File: config.mk
export PLATFORM = sky130hd
export DESIGN_NAME = convex_pt_host_flat
export DESIGN_NICKNAME = d
export VERILOG_FILES = /design/src/rtl/convex_pt_host_if.sv /design/src/rtl/convex_pt_host.sv /design/src/flat_wrapper.sv
export SDC_FILE = /design/constraint.sdc
export NUM_CORES = 1
export LEC_CHECK = 0
export BUFFER_PORTS_ARGS = -buffer_cell sky130_fd_sc_hd__buf_2
export CAP_MARGIN = 30
export CELL_PAD_IN_SITES_DETAIL_PLACEMENT = 1
export CELL_PAD_IN_SITES_GLOBAL_PLACEMENT = 1
export CORE_ASPECT_RATIO = 2
export CORE_MARGIN = 10
export CORE_UTILIZATION = 56
export DETAILED_ROUTE_END_ITERATION = 8
export PLACE_DENSITY = 0.86
export REMOVE_ABC_BUFFERS = 1
export SYNTH_ARGS = -nofsm -noshare
export SYNTH_HDL_FRONTEND = slang
export SYNTH_SLANG_ARGS = --single-unit
File: constraint.sdc
create_clock -name i_clk -period 3.7 [get_ports i_clk]
set_clock_uncertainty 0.05 [all_clocks]
set_input_delay 1.11 -clock i_clk [delete_from_list [all_inputs] [get_ports i_clk]]
set_output_delay 1.11 -clock i_clk [all_outputs]
set_load 0.05 [all_outputs]
File: src/rtl/convex_pt_host_if.sv
// Point/drop/loader signal bundle for convex_pt_host, named from the host block's view.
// Log signals exist only when CONVEX_DROP_LOG_EN is defined.
interface convex_pt_host_if #(
    parameter int unsigned DEPTH = 16
);
    localparam int unsigned CW = $clog2(DEPTH) + 1;

    logic          i_clr;
    logic          i_ld_en;
    logic [9:0]    i_ld_x;
    logic [9:0]    i_ld_y;
    logic          i_start;
    logic          i_read_pt;
    logic [4:0]    o_pt_xy;
    logic [9:0]    i_drop_x;
    logic [9:0]    i_drop_y;
    logic          i_drop_v;
    logic [CW-1:0] o_pt_cnt;
    logic [7:0]    o_drop_cnt;
    logic          o_busy;
    logic          o_done;
    logic          o_underrun;
`ifdef CONVEX_DROP_LOG_EN
    logic          i_log_rd;
    logic [9:0]    o_log_x;
    logic [9:0]    o_log_y;
    logic          o_log_empty;
    logic          o_log_full;
    logic          o_log_ovf;
`endif

    modport slave (
`ifdef CONVEX_DROP_LOG_EN
        input  i_log_rd,
        output o_log_x, o_log_y, o_log_empty, o_log_full, o_log_ovf,
`endif
        input  i_clr, i_ld_en, i_ld_x, i_ld_y, i_start, i_read_pt,
        input  i_drop_x, i_drop_y, i_drop_v,
        output o_pt_xy, o_pt_cnt, o_drop_cnt, o_busy, o_done, o_underrun
    );

    modport master (
`ifdef CONVEX_DROP_LOG_EN
        output i_log_rd,
        input  o_log_x, o_log_y, o_log_empty, o_log_full, o_log_ovf,
`endif
        output i_clr, i_ld_en, i_ld_x, i_ld_y, i_start, i_read_pt,
        output i_drop_x, i_drop_y, i_drop_v,
        input  o_pt_xy, o_pt_cnt, o_drop_cnt, o_busy, o_done, o_underrun
    );
endinterface

File: src/rtl/convex_pt_host.sv
// Host driver for the convex-hull engine: buffers points, serialises them as 5-bit chunks
// on READ_PT, counts drops. Optional drop-log FIFO enabled by defining CONVEX_DROP_LOG_EN.
module convex_pt_host #(
    parameter int unsigned DEPTH     = 16,
    parameter int unsigned LOG_DEPTH = 16
) (
    input  logic          i_clk,
    input  logic          i_rst_n,
    convex_pt_host_if.slave bus
);
    localparam int unsigned AW = $clog2(DEPTH);
    localparam int unsigned CW = AW + 1;

    typedef enum logic [1:0] {
        ST_IDLE   = 2'd0,
        ST_STREAM = 2'd1,
        ST_FINISH = 2'd2
    } state_t;

    state_t        r_state;
    logic [19:0]   r_mem [DEPTH];
    logic [CW-1:0] r_pt_cnt;
    logic [CW-1:0] r_rd_idx;
    logic [1:0]    r_ch;
    logic [4:0]    r_pt_xy;
    logic [7:0]    r_drop_cnt;
    logic          r_underrun;

    logic          w_load;
    logic          w_drop;
    logic [19:0]   w_cur;
    logic [4:0]    w_chunk;

    assign w_load = (r_state == ST_IDLE) && bus.i_ld_en && (r_pt_cnt != CW'(DEPTH));
    assign w_drop = (r_state != ST_IDLE) && bus.i_drop_v;
    assign w_cur  = r_mem[r_rd_idx[AW-1:0]];

    // Chunk order within a point: x high, x low, y high, y low
    always_comb begin
        w_chunk = w_cur[19:15];
        case (r_ch)
            2'd1:    w_chunk = w_cur[14:10];
            2'd2:    w_chunk = w_cur[9:5];
            2'd3:    w_chunk = w_cur[4:0];
            default: w_chunk = w_cur[19:15];
        endcase
    end

    always_ff @(posedge i_clk or negedge i_rst_n) begin
        if (!i_rst_n) begin
            for (int i = 0; i < int'(DEPTH); i++) r_mem[i] <= '0;
        end else if (w_load && !bus.i_clr) begin
            r_mem[r_pt_cnt[AW-1:0]] <= {bus.i_ld_x, bus.i_ld_y};
        end
    end

    // Control FSM; CLR overrides everything
    always_ff @(posedge i_clk or negedge i_rst_n) begin
        if (!i_rst_n) begin
            r_state    <= ST_IDLE;
            r_pt_cnt   <= '0;
            r_rd_idx   <= '0;
            r_ch       <= '0;
            r_pt_xy    <= '0;
            r_drop_cnt <= '0;
            r_underrun <= 1'b0;
        end else if (bus.i_clr) begin
            r_state    <= ST_IDLE;
            r_pt_cnt   <= '0;
            r_rd_idx   <= '0;
            r_ch       <= '0;
            r_pt_xy    <= '0;
            r_drop_cnt <= '0;
            r_underrun <= 1'b0;
        end else begin
            if (w_load) r_pt_cnt <= r_pt_cnt + CW'(1);
            if (w_drop && (r_drop_cnt != 8'hFF)) r_drop_cnt <= r_drop_cnt + 8'd1;
            case (r_state)
                ST_IDLE: begin
                    if (bus.i_read_pt) begin
                        r_underrun <= 1'b1;
                        r_pt_xy    <= '0;
                    end
                    // START sees the pre-load count when LD_EN coincides
                    if (bus.i_start) r_state <= (r_pt_cnt != '0) ? ST_STREAM : ST_FINISH;
                end
                ST_STREAM: begin
                    if (bus.i_read_pt) begin
                        if ((r_rd_idx == r_pt_cnt) && (r_ch == 2'd0)) begin
                            r_state <= ST_FINISH;
                            r_pt_xy <= '0;
                        end else begin
                            r_pt_xy <= w_chunk;
                            r_ch    <= r_ch + 2'd1;
                            if (r_ch == 2'd3) r_rd_idx <= r_rd_idx + CW'(1);
                        end
                    end
                end
                ST_FINISH: begin
                    if (bus.i_read_pt) r_pt_xy <= '0;
                end
                default: r_state <= ST_IDLE;
            endcase
        end
    end

    assign bus.o_pt_xy    = r_pt_xy;
    assign bus.o_pt_cnt   = r_pt_cnt;
    assign bus.o_drop_cnt = r_drop_cnt;
    assign bus.o_busy     = (r_state == ST_STREAM);
    assign bus.o_done     = (r_state == ST_FINISH);
    assign bus.o_underrun = r_underrun;

`ifdef CONVEX_DROP_LOG_EN
    localparam int unsigned LAW = $clog2(LOG_DEPTH);

    logic [19:0]  r_log_mem [LOG_DEPTH];
    logic [LAW:0] r_wr_ptr;
    logic [LAW:0] r_rd_ptr;
    logic         r_log_ovf;
    logic         w_log_empty;
    logic         w_log_full;
    logic         w_pop;
    logic         w_push;

    assign w_log_empty = (r_wr_ptr == r_rd_ptr);
    assign w_log_full  = (r_wr_ptr[LAW] != r_rd_ptr[LAW]) &&
                         (r_wr_ptr[LAW-1:0] == r_rd_ptr[LAW-1:0]);
    assign w_pop       = bus.i_log_rd && !w_log_empty;
    // A simultaneous pop frees the slot, so a push into a full log still lands
    assign w_push      = w_drop && (!w_log_full || w_pop);

    always_ff @(posedge i_clk or negedge i_rst_n) begin
        if (!i_rst_n) begin
            for (int i = 0; i < int'(LOG_DEPTH); i++) r_log_mem[i] <= '0;
            r_wr_ptr  <= '0;
            r_rd_ptr  <= '0;
            r_log_ovf <= 1'b0;
        end else if (bus.i_clr) begin
            r_wr_ptr  <= '0;
            r_rd_ptr  <= '0;
            r_log_ovf <= 1'b0;
        end else begin
            if (w_push) begin
                r_log_mem[r_wr_ptr[LAW-1:0]] <= {bus.i_drop_x, bus.i_drop_y};
                r_wr_ptr <= r_wr_ptr + (LAW+1)'(1);
            end
            if (w_pop) r_rd_ptr <= r_rd_ptr + (LAW+1)'(1);
            if (w_drop && !w_push) r_log_ovf <= 1'b1;
        end
    end

    assign bus.o_log_x     = r_log_mem[r_rd_ptr[LAW-1:0]][19:10];
    assign bus.o_log_y     = r_log_mem[r_rd_ptr[LAW-1:0]][9:0];
    assign bus.o_log_empty = w_log_empty;
    assign bus.o_log_full  = w_log_full;
    assign bus.o_log_ovf   = r_log_ovf;
`else
    logic w_unused_drop;
    assign w_unused_drop = ^{bus.i_drop_x, bus.i_drop_y};
`endif
endmodule

File: src/flat_wrapper.sv
// flat-port wrapper written by rule: the top's interface ports become plain ports
module convex_pt_host_flat 
#(
    parameter int unsigned DEPTH     = 16,
    parameter int unsigned LOG_DEPTH = 16
)
  (i_clk, i_rst_n, bus_i_clr, bus_i_ld_en, bus_i_ld_x, bus_i_ld_y, bus_i_start, bus_i_read_pt, bus_i_drop_x, bus_i_drop_y, bus_i_drop_v, bus_o_pt_xy, bus_o_pt_cnt, bus_o_drop_cnt, bus_o_busy, bus_o_done, bus_o_underrun);
  convex_pt_host_if #(.DEPTH(DEPTH)) bus_i ();
  input  logic i_clk;
  input  logic i_rst_n;
  input wire logic [$bits(bus_i.i_clr)-1:0] bus_i_clr;
  input wire logic [$bits(bus_i.i_ld_en)-1:0] bus_i_ld_en;
  input wire logic [$bits(bus_i.i_ld_x)-1:0] bus_i_ld_x;
  input wire logic [$bits(bus_i.i_ld_y)-1:0] bus_i_ld_y;
  input wire logic [$bits(bus_i.i_start)-1:0] bus_i_start;
  input wire logic [$bits(bus_i.i_read_pt)-1:0] bus_i_read_pt;
  input wire logic [$bits(bus_i.i_drop_x)-1:0] bus_i_drop_x;
  input wire logic [$bits(bus_i.i_drop_y)-1:0] bus_i_drop_y;
  input wire logic [$bits(bus_i.i_drop_v)-1:0] bus_i_drop_v;
  output wire logic [$bits(bus_i.o_pt_xy)-1:0] bus_o_pt_xy;
  output wire logic [$bits(bus_i.o_pt_cnt)-1:0] bus_o_pt_cnt;
  output wire logic [$bits(bus_i.o_drop_cnt)-1:0] bus_o_drop_cnt;
  output wire logic [$bits(bus_i.o_busy)-1:0] bus_o_busy;
  output wire logic [$bits(bus_i.o_done)-1:0] bus_o_done;
  output wire logic [$bits(bus_i.o_underrun)-1:0] bus_o_underrun;
  assign bus_i.i_clr = bus_i_clr;
  assign bus_i.i_ld_en = bus_i_ld_en;
  assign bus_i.i_ld_x = bus_i_ld_x;
  assign bus_i.i_ld_y = bus_i_ld_y;
  assign bus_i.i_start = bus_i_start;
  assign bus_i.i_read_pt = bus_i_read_pt;
  assign bus_i.i_drop_x = bus_i_drop_x;
  assign bus_i.i_drop_y = bus_i_drop_y;
  assign bus_i.i_drop_v = bus_i_drop_v;
  assign bus_o_pt_xy = bus_i.o_pt_xy;
  assign bus_o_pt_cnt = bus_i.o_pt_cnt;
  assign bus_o_drop_cnt = bus_i.o_drop_cnt;
  assign bus_o_busy = bus_i.o_busy;
  assign bus_o_done = bus_i.o_done;
  assign bus_o_underrun = bus_i.o_underrun;
  convex_pt_host #(.DEPTH(DEPTH), .LOG_DEPTH(LOG_DEPTH)) u_core (.i_clk(i_clk), .i_rst_n(i_rst_n), .bus(bus_i));
endmodule
==> impl_metrics.env <==
export IMPL_antenna_found_initial=1
export IMPL_grt_pass1_vias=12017
export IMPL_dieWidth_um=141
export IMPL_cts_root_buf="clkbuf_16"
export IMPL_cts_made_buffers=31
export IMPL_required_ns=2.54
export IMPL_io_pins=68
export IMPL_dpl_cell_area_mm2=0.0171
export IMPL_first_pass_iters=5
export IMPL_routedWlPerCell_um=28.5
export IMPL_clock_sink_count=348
export IMPL_cp_max_fo=9
export IMPL_cts_hold_buf=0
export IMPL_tightest_slew_ns=0.946
export IMPL_slew_headroom_pct=36.9
export IMPL_ant_nets=0
export IMPL_critical_path_class="flop to output pin"
export IMPL_fin_crit_ns=2.93
export IMPL_syn_area_mm2=0.0165
export IMPL_cts_resized=0
export IMPL_area_delta_synth_final_pct=10.1
export IMPL_min_period_over_period_pct=79.2
export IMPL_routed_wl_um=46200
export IMPL_peakVddDrop_v=0.000391
export IMPL_synthArstFlopShare_pct=100
export IMPL_crit_slowest_cell="dfrtp_1"
export IMPL_worstPathArrival_ns=1.77
export IMPL_fmax_mhz=341
export IMPL_synthMostInstantiatedCell="dfrtp_1"
export IMPL_powerDensity_mw_per_mm2=490
export IMPL_synth_cells=1214
export IMPL_post_dp_hpwl_um=29500
export IMPL_yosys_area_top_type_share_pct=52.9
export IMPL_drc=0
export IMPL_maxSlewViolCount=0
export IMPL_max_stage_delay_ns=0.61
export IMPL_fin_area_mm2=0.0181
export IMPL_dieArea_mm2=0.0371
export IMPL_crit_chain="nor2b_1, buf_2"
export IMPL_synth_commonest_cells="dfrtp_1, mux2_2, mux2i_1, a22oi_1, buf_2"
export IMPL_clockBufferDepth=3
export IMPL_final_hold_viol_count=0
export IMPL_setup_viol=0
export IMPL_die_h_um=262
export IMPL_cts_setup_buffers=0
export IMPL_leakage_nw=8.52
export IMPL_ys_types=46
export IMPL_numPortBuffers=47
export IMPL_path_clk_slew_ns=0.07
export IMPL_grt_overflow=0
export IMPL_grt_pass1_wl_um=71500
export IMPL_place_congestion=0.819
export IMPL_nets=1300
export IMPL_syn_area_per_cell_um2=13.6
export IMPL_critical_path_buf_inv_count=1
export IMPL_synth_ff_type="dfrtp_1"
export IMPL_start_util_pct=56.8
export IMPL_status="complete, no violations"
export IMPL_synth_seq_cells=348
export IMPL_vias=10634
export IMPL_grt_max_degree=91
export IMPL_clkLatencyLatePin_ns=0.57
export IMPL_yosysTopAreaCell="dfrtp_1"
export IMPL_start_kind="flop"
export IMPL_h_tree_depth=1
export IMPL_rows=88
export IMPL_rsz0062_at_grt="false"
export IMPL_final_layout_size_suffix_gt1_share_pct=38.5
export IMPL_core_region_area_mm2=0.0290
export IMPL_synth_edf_count=0
export IMPL_min_path_type="flop to flop"
export IMPL_cts_tree="yes"
export IMPL_synth_area_top_cells="dfrtp_1, mux2_2, mux2i_1"
export IMPL_yosysSeqAreaShare_pct=52.9
export IMPL_gr_usage_all_layers_pct=24.5
export IMPL_maxCapViolCount=0
export IMPL_viasPerCell=6.54
export IMPL_cp_end_kind="output pin"
export IMPL_first_iter_violations=559
export IMPL_final_core_util_pct=62.6
export IMPL_antennaDiodeCount=0
export IMPL_ys_warn_count=0
export IMPL_crit_family="flip-flops"
[path summary, 6_finish.rpt]
| kind | from | endpoint | slack, ns | depth (start not counted) |
|---|---|---|---|---|
| max in group asynchronous | i_rst_n | u_core.r_mem[316] | 2.23 | 2 |
| min | u_core.r_mem[175] | u_core.r_mem[175] | 0.45 | 1 |
| min in group asynchronous | i_rst_n | u_core.r_mem[92] | 0.49 | 1 |
| max reg2reg | u_core.r_rd_idx[1] | u_core.bus.o_pt_xy[4] | 0.88 | 6 |
| min reg2reg | u_core.r_mem[175] | u_core.r_mem[175] | 0.45 | 1 |
| max | u_core.r_state[0] | bus_o_busy | 0.77 | 2 |
[registers in the layout, indices dropped and copies added (netlist names)]
name / cells
u_core.bus.o_pt_cnt: 5
u_core.r_rd_idx: 5
u_core.r_state: 2
u_core.r_mem: 320
u_core.r_ch: 2
u_core.bus.o_drop_cnt: 8
u_core.bus.o_pt_xy: 5
u_core.bus.o_underrun: 1
[through the flow]
stage	hold slack, ns	power [W]	TNS (ns)	cells	setup WS (ns)
final	0.452	0.00887	0	1625	0.769
after floorplan	0.414	0.00509	-8.53	1119	-0.888
after detailed placement	0.439	0.00550	0	1569	0.780
after global routing	0.472	0.00919	0	1625	0.718
after global placement	0.423	0.00539	0	1568	0.777
after CTS	0.453	0.00892	0	1625	0.772
[cells in the final DEF (no fill, tap or decap), types with 9 or more instances in the layout]
| cell type | n |
|---|---|
| a21oi_1 | 28 |
| a22oi_1 | 45 |
| buf_2 | 46 |
| buf_4 | 40 |
| clkbuf_16 | 31 |
| clkbuf_8 | 9 |
| dfrtp_1 | 346 |
| ha_1 | 11 |
| inv_1 | 9 |
| mux2_2 | 296 |
| mux2_4 | 20 |
| mux2i_1 | 134 |
| mux4_2 | 15 |
| nand2_1 | 40 |
| nand3_1 | 27 |
| nand4_1 | 24 |
| nor2_1 | 25 |
| nor2b_1 | 10 |
| o21ai_0 | 10 |
| xnor2_1 | 12 |
[area by class of cell]
type / count / area [um^2]
Clock inverter: 10 / 150
Fill cell: 2724 / 10800
Tap cell: 360 / 450
Sequential cell: 348 / 8720
Clock buffer: 46 / 922
Inverter: 9 / 33.8
Multi-Input combinational cell: 762 / 7240
Timing Repair Buffer: 90 / 606
[power breakdown]
group          leakage [nW]  internal (W)  switching (W)
Sequential             4.76       0.00417       0.000242
Combinational          3.23      0.000530       0.000516
Clock                 0.534       0.00199        0.00143
[per-layer routing]
| layer | share of wire, % | vias up | GRT usage [%] |
|---|---|---|---|
| li1 | - | 4486 | - |
| met1 | 37 | 5719 | 27.3 |
| met5 | 0 | - | 0 |
| met2 | 54 | 299 | 44.2 |
| met4 | 5.3 | 0 | 12.8 |
| met3 | 4.0 | 130 | 2.96 |
[logic make-up (layout without fill, tap and decap cells)]
kind of cell	count (synthesis)	in the layout	share of synthesized area, %
AOI/OAI and AO/OA	112	112	4.76
xor gates and xnor gates	17	17	0.905
adders and majority gates	11	11	0.836
buffers and inverters	104	155	3.12
DFF	348	348	52.9
muxes	469	469	32.6
and+or+nand+nor	153	153	4.92
Power figures use the tool's default switching activity.
